$ cat src/rtl/pdp8_bus_pkg.sv
// Shared types and pin encodings for the PDP-8 nibble-serial external bus.
// Contents: controller state enum, captured-request payload struct,
// bus-cycle prefix constants, read nibble indices and address helpers.
package pdp8_bus_pkg;

    localparam int unsigned WORD_W = 12;
    localparam int unsigned PAGE_W = 6;
    localparam int unsigned SEL_W  = 5;
    localparam int unsigned NIB_W  = 4;
    localparam int unsigned BUS_W  = 8;

    typedef enum logic [3:0] {
        ST_IDLE,
        ST_LHI,
        ST_LLO,
        ST_IOSEL,
        ST_RD0,
        ST_RD1,
        ST_RD2,
        ST_WR0,
        ST_WR1,
        ST_WR2
    } state_e;

    // Request fields frozen at accept time.
    typedef struct packed {
        logic              we;
        logic              is_io;
        logic [WORD_W-1:0] addr;
        logic [SEL_W-1:0]  io_sel;
        logic [WORD_W-1:0] wdata;
    } xfer_t;

    // Address latch cycles: bit7=1 opens the external latch.
    localparam logic [1:0] PFX_LHI   = 2'b11;
    localparam logic [1:0] PFX_LLO   = 2'b10;
    // IO select cycle.
    localparam logic [2:0] PFX_IOSEL = 3'b011;
    // Write cycles; WR2 commits the assembled word.
    localparam logic [2:0] PFX_WR0   = 3'b000;
    localparam logic [2:0] PFX_WR1   = 3'b001;
    localparam logic [2:0] PFX_WR2   = 3'b010;

    // Read nibble selects: 0 -> [11:8], 1 -> [7:4], 2 -> [3:0].
    localparam logic [1:0] NIB_HI  = 2'd0;
    localparam logic [1:0] NIB_MID = 2'd1;
    localparam logic [1:0] NIB_LO  = 2'd2;

    localparam logic [BUS_W-1:0] BUS_IDLE = 8'h00;

    // High (page) half of a word address.
    function automatic logic [PAGE_W-1:0] page_of(input logic [WORD_W-1:0] a);
        return a[WORD_W-1 -: PAGE_W];
    endfunction

    // Low (offset) half of a word address.
    function automatic logic [PAGE_W-1:0] offs_of(input logic [WORD_W-1:0] a);
        return a[PAGE_W-1:0];
    endfunction

endpackage

$ cat src/rtl/pdp8_membus_ctrl.sv
// Sequencer turning 12-bit CPU word requests into nibble-serial cycles on
// the 8-pin external bus (memory via off-chip address latch + SRAM, IO via
// an IO-select cycle). Tracks the last latched page so a repeated page can
// skip the LATCH_HI cycle.
// Ports:
//   clk, rst_n            clock, async active-low reset
//   req, we, is_io        request valid / write select / IO select
//   addr, io_sel, wdata   request payload, captured on accept
//   ready                 idle, a request may be accepted
//   done                  one-cycle completion pulse
//   rdata                 last completed read word
//   bus_out, bus_in       pin bus drive / pin nibble input
module pdp8_membus_ctrl
    import pdp8_bus_pkg::*;
#(
    parameter bit HI_CACHE = 1'b1
) (
    input  logic              clk,
    input  logic              rst_n,
    input  logic              req,
    input  logic              we,
    input  logic              is_io,
    input  logic [WORD_W-1:0] addr,
    input  logic [SEL_W-1:0]  io_sel,
    input  logic [WORD_W-1:0] wdata,
    output logic              ready,
    output logic              done,
    output logic [WORD_W-1:0] rdata,
    output logic [BUS_W-1:0]  bus_out,
    input  logic [NIB_W-1:0]  bus_in
);

    state_e                  state_q, state_d;
    xfer_t                   xfer_q, xfer_d;
    logic [PAGE_W-1:0]       hi_q, hi_d;
    logic                    hi_vld_q, hi_vld_d;
    logic [2*NIB_W-1:0]      rd_buf_q, rd_buf_d;
    logic [WORD_W-1:0]       rdata_q, rdata_d;
    logic                    done_q, done_d;
    logic                    ready_q, ready_d;
    logic [BUS_W-1:0]        bus_q, bus_d;
    logic                    hit_c;

    // Pin encoding of the bus cycle driven while in a given state.
    function automatic logic [BUS_W-1:0] bus_enc(input state_e st, input xfer_t x);
        logic [BUS_W-1:0] enc;
        enc = BUS_IDLE;
        case (st)
            ST_LHI:   enc = {PFX_LHI, page_of(x.addr)};
            ST_LLO:   enc = {PFX_LLO, offs_of(x.addr)};
            ST_IOSEL: enc = {PFX_IOSEL, x.io_sel};
            ST_RD0:   enc = {1'b0, NIB_HI, 5'b0};
            ST_RD1:   enc = {1'b0, NIB_MID, 5'b0};
            ST_RD2:   enc = {1'b0, NIB_LO, 5'b0};
            ST_WR0:   enc = {PFX_WR0, 1'b1, x.wdata[3:0]};
            ST_WR1:   enc = {PFX_WR1, 1'b1, x.wdata[7:4]};
            ST_WR2:   enc = {PFX_WR2, 1'b1, x.wdata[11:8]};
            default:  enc = BUS_IDLE;
        endcase
        return enc;
    endfunction

    // Page hit: the external latch already holds this address's high half.
    assign hit_c = HI_CACHE && hi_vld_q && (page_of(addr) == hi_q);

    // Next-state, payload capture, read assembly and next output values.
    always_comb begin
        state_d  = state_q;
        xfer_d   = xfer_q;
        hi_d     = hi_q;
        hi_vld_d = hi_vld_q;
        rd_buf_d = rd_buf_q;
        rdata_d  = rdata_q;

        case (state_q)
            ST_IDLE: begin
                if (req) begin
                    xfer_d.we     = we;
                    xfer_d.is_io  = is_io;
                    xfer_d.addr   = addr;
                    xfer_d.io_sel = io_sel;
                    xfer_d.wdata  = wdata;
                    if (is_io) begin
                        state_d = ST_IOSEL;
                    end else if (hit_c) begin
                        state_d = ST_LLO;
                    end else begin
                        state_d = ST_LHI;
                    end
                end
            end
            ST_LHI: begin
                hi_d     = page_of(xfer_q.addr);
                hi_vld_d = 1'b1;
                state_d  = ST_LLO;
            end
            ST_LLO, ST_IOSEL: begin
                state_d = xfer_q.we ? ST_WR0 : ST_RD0;
            end
            ST_RD0: begin
                rd_buf_d[2*NIB_W-1 -: NIB_W] = bus_in;
                state_d = ST_RD1;
            end
            ST_RD1: begin
                rd_buf_d[NIB_W-1:0] = bus_in;
                state_d = ST_RD2;
            end
            ST_RD2: begin
                // Publish the whole word at once so rdata stays stable mid-read.
                rdata_d = {rd_buf_q, bus_in};
                state_d = ST_IDLE;
            end
            ST_WR0:  state_d = ST_WR1;
            ST_WR1:  state_d = ST_WR2;
            ST_WR2:  state_d = ST_IDLE;
            default: state_d = ST_IDLE;
        endcase

        done_d  = (state_q == ST_RD2) || (state_q == ST_WR2);
        ready_d = (state_d == ST_IDLE);
        bus_d   = bus_enc(state_d, xfer_d);
    end

    // State and registered outputs.
    always_ff @(posedge clk or negedge rst_n) begin
        if (!rst_n) begin
            state_q  <= ST_IDLE;
            xfer_q   <= '0;
            hi_q     <= '0;
            hi_vld_q <= 1'b0;
            rd_buf_q <= '0;
            rdata_q  <= '0;
            done_q   <= 1'b0;
            ready_q  <= 1'b1;
            bus_q    <= BUS_IDLE;
        end else begin
            state_q  <= state_d;
            xfer_q   <= xfer_d;
            hi_q     <= hi_d;
            hi_vld_q <= hi_vld_d;
            rd_buf_q <= rd_buf_d;
            rdata_q  <= rdata_d;
            done_q   <= done_d;
            ready_q  <= ready_d;
            bus_q    <= bus_d;
        end
    end

    assign ready   = ready_q;
    assign done    = done_q;
    assign rdata   = rdata_q;
    assign bus_out = bus_q;

endmodule

$ cat config.mk
export PLATFORM = sky130hd
export DESIGN_NAME = pdp8_membus_ctrl
export DESIGN_NICKNAME = d
export VERILOG_FILES = /design/src/rtl/pdp8_bus_pkg.sv /design/src/rtl/pdp8_membus_ctrl.sv
export SDC_FILE = /design/constraint.sdc
export NUM_CORES = 1
export LEC_CHECK = 0
export BUFFER_PORTS_ARGS = -buffer_cell sky130_fd_sc_hd__buf_2
export CORE_MARGIN = 1
export CORE_UTILIZATION = 58
export DETAILED_ROUTE_END_ITERATION = 8
export PLACE_DENSITY = 0.93
export REMOVE_ABC_BUFFERS = 1
export SLEW_MARGIN = 20
export SYNTH_ARGS = -nofsm -noshare
export SYNTH_HDL_FRONTEND = slang
export SYNTH_SLANG_ARGS = --single-unit
$ cat constraint.sdc
create_clock -name clk -period 3.9 [get_ports clk]
set_clock_uncertainty 0.1 [all_clocks]
set_input_delay 0.78 -clock clk [delete_from_list [all_inputs] [get_ports clk]]
set_output_delay 0.78 -clock clk [all_outputs]
set_load 0.01 [all_outputs]
# ---- After elaboration in Yosys (flattened, before gate mapping)
# Cells that the tools add are included.
dict set report classes {
  mux 8
  n_eq_ne 18
  reduce_logical 6
}
# cell n
set op_table {}
lappend op_table {{$pmux 8 s8} 1}
lappend op_table {{$mux 29} 2}
lappend op_table {{$eq 4x3->1 const B} 7}
lappend op_table {{$pmux 4 s7} 1}
lappend op_table {{$eq 4x2->1 const B} 4}
lappend op_table {{$eq 4x4->1 const B} 4}
lappend op_table {{$eq 4x1->1 const B} 2}
lappend op_table {{$logic_not 4->1} 2}
lappend op_table {{$eq 6x6->1} 1}
lappend op_table {{$mux 2} 3}
lappend op_table {{$mux 4} 1}
lappend op_table {{$reduce_and 2->1} 1}
lappend op_table {{$reduce_or 2->1} 1}
lappend op_table {{$logic_and 1x1->1} 1}
lappend op_table {{$logic_or 1x1->1} 1}
dict set report word_totals {
  out_inout_bits 22
  word_cells 45
  ff_bits 71
  input_bits 38
}

# ---- Depth between registers and ports, before layout
# Gate-level depths: netlist of run 1.
dict set report logic_depth {
  depth_word 8
  mapped_depth 8
  ltp_nobuf 5
}

# ---- Worst setup path after synthesis of run 1
# No wires, ideal clock.
dict set report synth_path {
  path_type {input port to flip-flop}
  start {input port addr[10]}
  end {register bus_q[4], in the netlist bus_out[4]}
  arrival_time_ps 1968
  cell_stages 5
  path_buffers 0
  setup_time_ps 126
  t_required_ps 3674
  setup_slack_ps 1706
  path_cell_list {xnor2_1 -> nand3_1 -> o21ai_2 -> mux2_4 -> a221o_1}
}
dict set report synth_between {
  elab_chain_len 8
  elab_cells_between_ends 17
  cone_classes {eq/ne (9); mux (7); reduce/logical (1)}
}
# element line
set synth_lines {}
lappend synth_lines {{start: declaration} pdp8_membus_ctrl.sv:23} ;# input logic [WORD_W-1:0] addr,
lappend synth_lines {{$eq 6x6->1} pdp8_membus_ctrl.sv:64} ;# assign hit_c = HI_CACHE && hi_vld_q && (page_of(addr) == hi_q);
lappend synth_lines {{$logic_and 1x1->1} pdp8_membus_ctrl.sv:64}
lappend synth_lines {{$mux 2} pdp8_membus_ctrl.sv:85} ;# end else if (hit_c) begin
lappend synth_lines {{$mux 2} pdp8_membus_ctrl.sv:83} ;# if (is_io) begin
lappend synth_lines {{$mux 4} pdp8_membus_ctrl.sv:77} ;# if (req) begin
lappend synth_lines {{$pmux 4 s7} pdp8_membus_ctrl.sv:75} ;# case (state_q)
lappend synth_lines {{$eq 4x4->1 (tied with other cells)} pdp8_membus_ctrl.sv:48} ;# case (st)
lappend synth_lines {{$pmux 8 s8 *} pdp8_membus_ctrl.sv:48}
lappend synth_lines {{net bus_d[4]} pdp8_membus_ctrl.sv:41} ;# logic [BUS_W-1:0] bus_q, bus_d;
lappend synth_lines {{end signal: assignment} pdp8_membus_ctrl.sv:145} ;# bus_q <= bus_d;
lappend synth_lines {{end: declaration} pdp8_membus_ctrl.sv:41}
# Mark *: on every way through the listed nets, which the timed path passes. The rest lies on a longest branch.
# A chain may end at the register's enable or synchronous reset.

==> results of run 1 <==
-- kinds of logic (layout without fill, tap and decap cells) --
kind of cell	Yosys count	in the layout	synth area share [%]
compound gates	28	28	7.76
xor+xnor	7	7	2.09
simple gates	56	56	10.8
mux	49	49	18.7
flops	67	67	57.2
buf+inv	17	83	3.45
-- stage by stage --
stage | cell area (um2) | std cells | setup WS (ps) | hold WS (ps)
floorplan | 2860 | 214 | 1340 | 346
global placement | 3250 | 341 | 1170 | 359
detailed placement | 3250 | 341 | 1110 | 367
CTS | 3430 | 357 | 1090 | 382
global route | 3430 | 357 | 945 | 407
finish | 3430 | 357 | 1070 | 385
-- worst max path at each step --
| stage | endpoint | slack (ps) | cells after the start |
|---|---|---|---|
| detailed placement | bus_out[4] | 1110 | 5 |
| global route | bus_out[4] | 950 | 5 |
| finish | bus_out[4] | 1070 | 5 |
| CTS | bus_out[4] | 1090 | 5 |
| global placement | bus_out[4] | 1170 | 5 |
| floorplan | bus_out[4] | 1340 | 5 |
-- worst min-delay path: cells and delay by family, from the launching register on --
family | cells | cell delay, ps
AND/OR/NAND/NOR | 2 | 110
flip-flops | 1 | 340
-- layout make-up --
| class | count | area [um2] |
|---|---|---|
| inverters | 7 | 26.3 |
| well taps | 67 | 83.8 |
| multi-input cells | 140 | 1150 |
| fillers | 319 | 1350 |
| clock inverters | 2 | 35.0 |
| clock buffers | 14 | 153 |
| repair buffers | 60 | 303 |
| flip-flops and latches | 67 | 1680 |
-- synthesized netlist by cell type, drive strengths merged, types with 2 or more instances --
library cell   n
a21oi          4
a22oi          2
buf            8
clkbuf         2
dfrtp         66
inv            7
mux2          44
mux2i          5
nand2         18
nand3          3
nand4          4
nor2           9
nor2b          2
nor3           7
nor3b          2
o2111ai        7
o21a           2
o21ai          3
or2            3
xnor2          7
-- routing by layer --
metal | up-vias | global-route usage (%)
met1 | 975 | 32.0
met4 | 0 | 11.3
li1 | 935 | -
met2 | 80 | 38.5
met3 | 10 | 6.22
met5 | - | 0
-- power breakdown --
part	switching, mW	internal [mW]	total, mW
Clock	0.241	0.313	0.555
Sequential	0.193	1.03	1.22
Combinational	0.513	0.540	1.05
Total	0.947	1.88	2.83
-- registers in the layout, indices dropped and copies added (netlist names) --
| signal | flops |
|---|---|
| state_q | 4 |
| hi_vld_q | 1 |
| hi_q | 6 |
| bus_out | 8 |
| done | 1 |
| rdata | 12 |
| ready | 1 |
| rd_buf_q | 8 |
| xfer_q | 26 |
==> impl_results.md, run 1 <==
* Post-Synthesis Cell Area at 2930 um2
* CP startpoint: state_q[1]
* DRC viols at 0
* Worst r2r src: state_q[1]
* Delay-heaviest family, CP: simple AND/OR/NAND/NOR gates
* Final hold vios at 0
* Slew Viols, Final at 0
* CP Data Required Time at 4020 ps
* I/O Buffers at 59
* Resize count post-CTS at 0
* Commonest cells after routing, fill and taps aside: dfrtp_1 (66), buf_2 (59), mux2_2 (43)
* Relative slew slack at 25.9%
* Leak at 1.58 nW
* Crit-path max FO at 27
* Gate Count Post-Synth at 224
* Worst Setup End Kind: register
* Final setup viols at 0
* Share of cells above drive strength 1 at 44.5%
* Clk slew on worst S/H paths at 60 ps
* Met3 WL at 376 um
* Antenna viol nets, final at 0
* Gp weighted congestion at 0.808
* Area contributors post-synth: dfrtp_1 (56%), mux2_2 (17%), nand2_1 (2.3%), o2111ai_1 (2.1%), xnor2_1 (2.1%)
* Post-synth cell types at 45
* H-tree depth at 3
* Initial core utilization at 61.3%
* Max-Cap Viols at 0
* Core area at 4790 um2
* First-pass GRT wire length at 9.43 mm
* CTS Buffer Depth at 2
* Pwr Total at 2.83 mW
* Area leader, netlist: dfrtp_1
* Synth Flop Type: dfrtp_1
* Seq cells post-synth at 67
* Setup TNS at 0 ps
* Worst setup SP type: register
* Mean Syn Cell Area at 13.1 um2
* Fraction of registers with async set/reset at 100%
* Worst IR Drop VDD at 582 uV
* Crit path kind: reg2reg
* RSZ-0062 raised after global routing: no
* Top routing layer in use: met4
* Die height at 73.1 um
* Max Clk Rate at 353 MHz
* Hold-critical path endpoint: xfer_q[30]
* Sequential fraction of the synthesis area at 57.2%
* Synth warnings at 0
* Crit path cell chain: nor4_4, and2_2, mux2_2, mux2_4, a221o_1
* EDFF count, synth at 0
* Initial antenna violation count at 0
* Final WL at 5.84 mm
* Vias in the first global route at 1955
* Antenna Cells at 0
* Clock Latency Late Sink at 330 ps
* Drt first pass iters at 4
* Hold Startpoint: xfer_q[30]
* M1 WL at 2.50 mm
* Buf+Inv Stages, Crit Path at 0
* Tcrit/Tclk final at 72.6%
* Via count at 2000
* R2R cell count at 5
* Slowest-stage cell, CP: and2_2
* Total GRT Usage at 24.5%
* Hold Path Class: reg2reg
* CTS buffer count at 9
* # IOs at 60
* Final Core Density at 71.7%
* Cts hold-fix bufs at 0
* Reg2Reg Capture Point: bus_out[4]
* Outcome: finished clean
* Max incr delay on CP at 610 ps
* Hold Path Stages at 2
* Vias per inst at 5.60
* Die ar. at 5350 um2
* Post-CTS setup repair buffer count at 0
* Met2 Wirelength at 2.83 mm
* Min cycle time layout at 2830 ps
* Synth top area share at 56.3%
* Largest net degree at the start of global routing at 45
* WL per Instance at 16.4 um
* DR iter-0 viols at 104
* Clock root cell: clkbuf_8
* Clock Sinks at 67
* Row count at 25
* Worst reg2reg setup slack at 1070 ps
* Pwr Density at 825 nW/um2
* Gr ovfl total at 0
* NumNets Final at 323
* Layout overhead on the synthesized area at 17.0%
* Die X at 73.1 um
* Hpwl dp at 4.05 mm
* CTS tree: built
* Commonest non-fill, non-tap cell in the layout: dfrtp_1
* Critical Path AT at 2950 ps
* Slew @ Worst Pin at 1110 ps
(Power assumes the default switching activity.)
==> run 2: changes to the inputs <==
--- a/config.mk
+++ b/config.mk
@@ -7,9 +7,9 @@
 export LEC_CHECK = 0
 export BUFFER_PORTS_ARGS = -buffer_cell sky130_fd_sc_hd__buf_2
 export CORE_MARGIN = 1
-export CORE_UTILIZATION = 58
+export CORE_UTILIZATION = 54
 export DETAILED_ROUTE_END_ITERATION = 8
-export PLACE_DENSITY = 0.93
+export PLACE_DENSITY = 0.88
 export REMOVE_ABC_BUFFERS = 1
 export SLEW_MARGIN = 20
 export SYNTH_ARGS = -nofsm -noshare
==> constraint.sdc (replaced) <==
create_clock -name clk -period 2.9 [get_ports clk]
set_clock_uncertainty 0.1 [all_clocks]
set_input_delay 0.58 -clock clk [delete_from_list [all_inputs] [get_ports clk]]
set_output_delay 0.58 -clock clk [all_outputs]
set_load 0.01 [all_outputs]
==> run 2 against run 1 <==
Against the previous run: cell area rose by 2.7%; critical path depth grew 1; combinational power rose by 40%; clock-buffer cell count unchanged; flip-flop and latch count stayed put; hold slack worse by 370 ps; fmax up 12%; critical endpoint is now bus_out[3]; largest cell class unchanged; highest routed layer unchanged.
==> impl_results.md, run 2 (synthesis gave the netlist of run 1 again) <==
* H-tree depth at 3 (unchanged)
* R2R cell count at 6 (+1)
* Crit-path max FO at 11 (-59%)
* Total GRT Usage at 23.0% (-1.4 points)
* Worst reg2reg setup slack at 370 ps (-700 ps)
* Vias per inst at 5.57 (-0.61%)
* Antenna viol nets, final at 0 (unchanged)
* Reg with most FFs: xfer_q
* Cts hold-fix bufs at 0 (unchanged)
* DRC viols at 0 (unchanged)
* Row count at 26 (+4.0%)
* NumNets Final at 330 (+2.2%)
* Crit path kind: reg2reg
* Core area at 5170 um2 (+8.1%)
* Tcrit/Tclk final at 87.3% (+15 points)
* Setup crit end: bus_out[3]
* Worst r2r src: state_q[1]
* Worst IR Drop VDD at 544 uV (-6.6%)
* Die X at 75.7 um (+3.5%)
* Filler instances at 363 (+14%)
* Die height at 75.7 um (+3.5%)
* Final WL at 6.00 mm (+2.7%)
* DR iter-0 viols at 113 (+8.7%)
* Gp weighted congestion at 0.883 (+9.4%)
* CP Data Required Time at 2980 ps (-1040 ps)
* Layout overhead on the synthesized area at 20.2%
* Min cycle time layout at 2530 ps (-300 ps)
* Antenna Cells at 0 (unchanged)
* Worst Setup End Kind: register
* CP startpoint: state_q[1]
* Max Clk Rate at 395 MHz (+12%)
* Critical Path AT at 2620 ps (-330 ps)
* Leak at 1.63 nW (+3.5%)
* Vias in the first global route at 2039 (+4.3%)
* Relative slew slack at 42.4% (+16 points)
* CTS buffer count at 9 (unchanged)
* RSZ-0062 raised after global routing: no
* Initial core utilization at 56.7% (-4.6 points)
* Slew Viols, Final at 0 (unchanged)
* Largest net degree at the start of global routing at 57 (+27%)
* Flip-flop count of the largest register after layout at 26 (unchanged)
* CTS Buffer Depth at 2 (unchanged)
* # IOs at 60 (unchanged)
* Resize count post-CTS at 0 (unchanged)
* WL per Instance at 16.4 um (+0.19%)
* Via count at 2038 (+1.9%)
* Die ar. at 5730 um2 (+7.2%)
* Post-placement cell count at 351 (+2.9%)
* Commonest non-fill, non-tap cell in the layout: dfrtp_1
* Hold Worst Slack at 15.2 ps (-370 ps)
* Drt first pass iters at 4 (unchanged)
* Gr ovfl total at 0 (unchanged)
* Clock Sinks at 67 (unchanged)
* Hpwl dp at 4.37 mm (+7.7%)
* Outcome: finished clean
* Initial antenna violation count at 0 (unchanged)
* Finished Layout Cells at 366 (+2.5%)
* Worst setup SP type: register
* Hold Path Class: in2async
* Clock Latency Late Sink at 340 ps (about the same)
* Setup TNS at 0 ps (unchanged)
* I/O Buffers at 59 (unchanged)
* Slew @ Worst Pin at 858 ps (-249 ps)
* Post-CTS setup repair buffer count at 0 (unchanged)
* CTS tree: built
* Commonest cells after routing, fill and taps aside: dfrtp_1 (66), buf_2 (59), mux2_2 (43)
* Reg2Reg Capture Point: bus_out[3]
* Clk slew on worst S/H paths at 70 ps (about the same)
* Max-Cap Viols at 0 (unchanged)
* Final hold vios at 0 (unchanged)
* Share of cells above drive strength 1 at 46.6% (+2.1 points)
* Clock root cell: clkbuf_8
* Final setup viols at 0 (unchanged)
* First-pass GRT wire length at 9.45 mm (+0.15%)
* Pwr Density at 1110 nW/um2 (+35%)
-- run 2: changes by cell type in the layout (fill, tap and decap cells not counted) --
cell / delta
buf_4: +6
clkbuf_1: -3
buf_12: +1
clkbuf_8: +3
clkinv_2: -1
-- run 2: worst max-delay path, stage by stage (launching register included) --
cell       delay (ps)
dfrtp_1           540
nor4_4            430
and2_2            270
buf_4             190
mux2_2            360
a221oi_1          330
o2111ai_1         180
-- run 2: how the worst min path moves through the flow --
stage / start / end / slack [ps] / cells after the start
floorplan: rst_n / bus_out[0] / 180 / 0
global placement: xfer_q[9] / xfer_q[9] / 360 / 2
detailed placement: rst_n / xfer_q[26] / 370 / 1
CTS: rst_n / xfer_q[26] / 10 / 1
global route: rst_n / xfer_q[26] / 20 / 1
finish: rst_n / xfer_q[24] / 20 / 1
-- run 2: layout make-up --
type	count	area [um2]	share of cell area [%]
inverter	7	26.3	0.745
multi-input combinational	140	1150	32.7
sequential	67	1680	47.6
clock inverter	1	30.0	0.851
clock buffer	14	183	5.18
tap	70	87.6	2.48
timing repair buffer	67	368	10.4
-- run 2: report_power, final --
group          switching (mW)  internal [mW]  total (mW)
clock network           0.316          0.487       0.803
registers               0.266           1.39        1.65
logic                   0.705          0.764        1.47
-- run 2: per-stage QoR --
step	power [mW]	setup WS, ps	cell area (um2)	util, %
after detailed placement	3.13	475	3310	64.1
final	3.93	367	3530	68.2
after CTS	3.94	367	3530	68.2
after global placement	3.03	571	3310	64.1
after global routing	4.17	238	3530	68.2
after floorplan	2.64	342	2860	-
-- run 2: per-layer routing --
layer | up-vias | routed length (um) | global-route usage, %
li1 | 938 | - | -
met1 | 1007 | 2590 | 29.1
met2 | 72 | 2890 | 35.5
met3 | 21 | 320 | 6.08
met4 | 0 | 201 | 14.4
met5 | - | 0 | 0
==> run 3: changes to the inputs <==
--- a/config.mk
+++ b/config.mk
@@ -7,9 +7,10 @@
 export LEC_CHECK = 0
 export BUFFER_PORTS_ARGS = -buffer_cell sky130_fd_sc_hd__buf_2
 export CORE_MARGIN = 1
-export CORE_UTILIZATION = 54
+export CORE_UTILIZATION = 56
+export CTS_BUF_LIST = sky130_fd_sc_hd__clkbuf_4 sky130_fd_sc_hd__clkbuf_8
 export DETAILED_ROUTE_END_ITERATION = 8
-export PLACE_DENSITY = 0.88
+export PLACE_DENSITY = 0.9
 export REMOVE_ABC_BUFFERS = 1
 export SLEW_MARGIN = 20
 export SYNTH_ARGS = -nofsm -noshare
==> run 3 against run 2 <==
Against the previous run: sequential share of layout area rose by 0.86 points; final cell count is 1.4% lower; power shrank 4.8%; critical path depth did not move; largest cell class unchanged; critical endpoint is now bus_out[4]; cell area is 1.8% lower; routed wire length decreased by 5.5%; clock power shrank 19%; hold slack improved by 160 ps; die area fell by 3.5%; core utilization is 2.8 points higher; first-iteration DRC count increased by 12%; setup slack improved by 4.0 ps.
==> impl_results.md, run 3 (synthesis gave the netlist of run 1 again) <==
* DRC viols at 0 (unchanged)
* Leak at 1.61 nW (-1.6%)
* Slowest-stage cell, CP: dfrtp_1
* Crit path cell chain: nor4_4, and2_2, buf_4, o21ai_2, mux2_4, a221o_1
* Largest net degree at the start of global routing at 39 (-32%)
* Initial core utilization at 60.1% (+3.4 points)
* Tcrit/Tclk final at 87.2% (-0.14 points)
* CTS buffer count at 9 (unchanged)
* Pwr Density at 1080 nW/um2 (-3.1%)
* Gr ovfl total at 0 (unchanged)
* Final setup viols at 0 (unchanged)
* Max Clk Rate at 395 MHz (+0.16%)
* Max-Cap Viols at 0 (unchanged)
* R2R cell count at 6 (unchanged)
* Via count at 1983 (-2.7%)
* Die ar. at 5530 um2 (-3.5%)
* Buf+Inv Stages, Crit Path at 1 (unchanged)
* Cts hold-fix bufs at 0 (unchanged)
* Clock root cell: clkbuf_8
* Drt first pass iters at 4 (unchanged)
* CTS Buffer Depth at 2 (unchanged)
* H-tree depth at 3 (unchanged)
* Hold Path Class: in2async
* Antenna Cells at 0 (unchanged)
* Pwr Total at 3.74 mW (-4.8%)
* Worst IR Drop VDD at 515 uV (-5.3%)
* I/O Buffers at 59 (unchanged)
* Final WL at 5.67 mm (-5.5%)
* Commonest non-fill, non-tap cell in the layout: dfrtp_1
* Critical Path AT at 2650 ps (+30 ps)
* Outcome: finished clean
* Core area at 4880 um2 (-5.7%)
* # IOs at 60 (unchanged)
* Share of cells above drive strength 1 at 46.6% (about the same)
* Worst setup SP type: register
* Min cycle time layout at 2530 ps (-4.00 ps)
* RSZ-0062 raised after global routing: no
* Initial antenna violation count at 0 (unchanged)
* Filler instances at 348 (-4.1%)
* CP Data Required Time at 3020 ps (+40 ps)
* Vias in the first global route at 2045 (+0.29%)
* NumNets Final at 329 (-0.30%)
* Worst Setup End Kind: register
* Area of the multi-input gates at 1150 um2 (unchanged)
* Delay-heaviest family, CP: simple AND/OR/NAND/NOR gates
* Hpwl dp at 4.22 mm (-3.3%)
* Die height at 74.4 um (-1.8%)
* Gp weighted congestion at 0.881 (-0.24%)
* DR iter-0 viols at 127 (+12%)
* Max incr delay on CP at 520 ps (-20 ps)
* Relative slew slack at 42.0% (-0.36 points)
* First-pass GRT wire length at 9.63 mm (+2.0%)
* CTS tree: built
* Setup TNS at 0 ps (unchanged)
* Reg with most FFs: xfer_q
* WP depth at 6 (unchanged)
* Worst r2r src: state_q[1]
* Register Area at 1680 um2 (unchanged)
* Post-CTS setup repair buffer count at 0 (unchanged)
* Reg2Reg Capture Point: bus_out[4]
* Vias per inst at 5.49 (-1.4%)
* Antenna viol nets, final at 0 (unchanged)
* Slew @ Worst Pin at 863 ps (+5.30 ps)
* Layout overhead on the synthesized area at 18.1%
* Worst reg2reg setup slack at 370 ps (about the same)
* Total GRT Usage at 24.4% (+1.4 points)
* WL per Instance at 15.7 um (-4.2%)
* Row count at 25 (-3.8%)
* Clock Sinks at 67 (unchanged)
* Commonest cells after routing, fill and taps aside: dfrtp_1 (66), buf_2 (59), mux2_2 (43)
* Final hold vios at 0 (unchanged)
* Crit path kind: reg2reg
* CP startpoint: state_q[1]
* Die X at 74.4 um (-1.8%)
* Slew Viols, Final at 0 (unchanged)
* Clock Latency Late Sink at 340 ps (about the same)
* Flip-flop count of the largest register after layout at 26 (unchanged)
* Resize count post-CTS at 0 (unchanged)
* Clk slew on worst S/H paths at 60 ps (about the same)
* Crit-path max FO at 13 (+2)
-- run 3: how the worst max path moves through the flow --
stage | end | slack (ps)
final | bus_out[4] | 370
after global routing | bus_out[0] | 220
after CTS | bus_out[4] | 360
after detailed placement | bus_out[4] | 380
after global placement | bus_out[4] | 470
after floorplan | bus_out[4] | 340
-- run 3: stage by stage --
stage                     worst slack (ps)  cells  area [um2]  hold slack [ps]  utilization, %
after floorplan                        342    214        2860              184               -
after global placement                 471    347        3300              360            67.7
after detailed placement               377    347        3300              368            67.7
after CTS                              363    361        3460              184            71.0
after global routing                   219    361        3460              242            71.0
final                                  371    361        3460              179            71.0
-- run 3: worst register-to-register path, cell delays in order, from the launching register on --
cell     delay [ps]
dfrtp_1         520
nor4_4          430
and2_2          340
buf_4           260
o21ai_2         120
mux2_4          310
a221o_1         340
-- run 3: cell type report --
| type | instances | share of cell area (%) |
|---|---|---|
| multi-input combinational | 140 | 33.3 |
| sequential | 67 | 48.4 |
| inverter | 7 | 0.758 |
| timing repair buffer | 66 | 10.4 |
| tap | 67 | 2.42 |
| clock buffer | 14 | 4.66 |
-- run 3: power by group --
part           total (mW)  leakage [nW]  switching (mW)  internal (mW)
combinational        1.45         0.712           0.687          0.758
clock               0.650        0.0877           0.301          0.349
sequential           1.64         0.805           0.252           1.39
-- run 3: routing by layer --
| metal | wire, um | share of wire, % | track usage [%] |
|---|---|---|---|
| met1 | 2570 | 45 | 32.0 |
| met5 | 0 | 0 | 0 |
| met3 | 258 | 4.5 | 5.01 |
| met4 | 170 | 3.0 | 16.6 |
| met2 | 2680 | 47 | 36.6 |
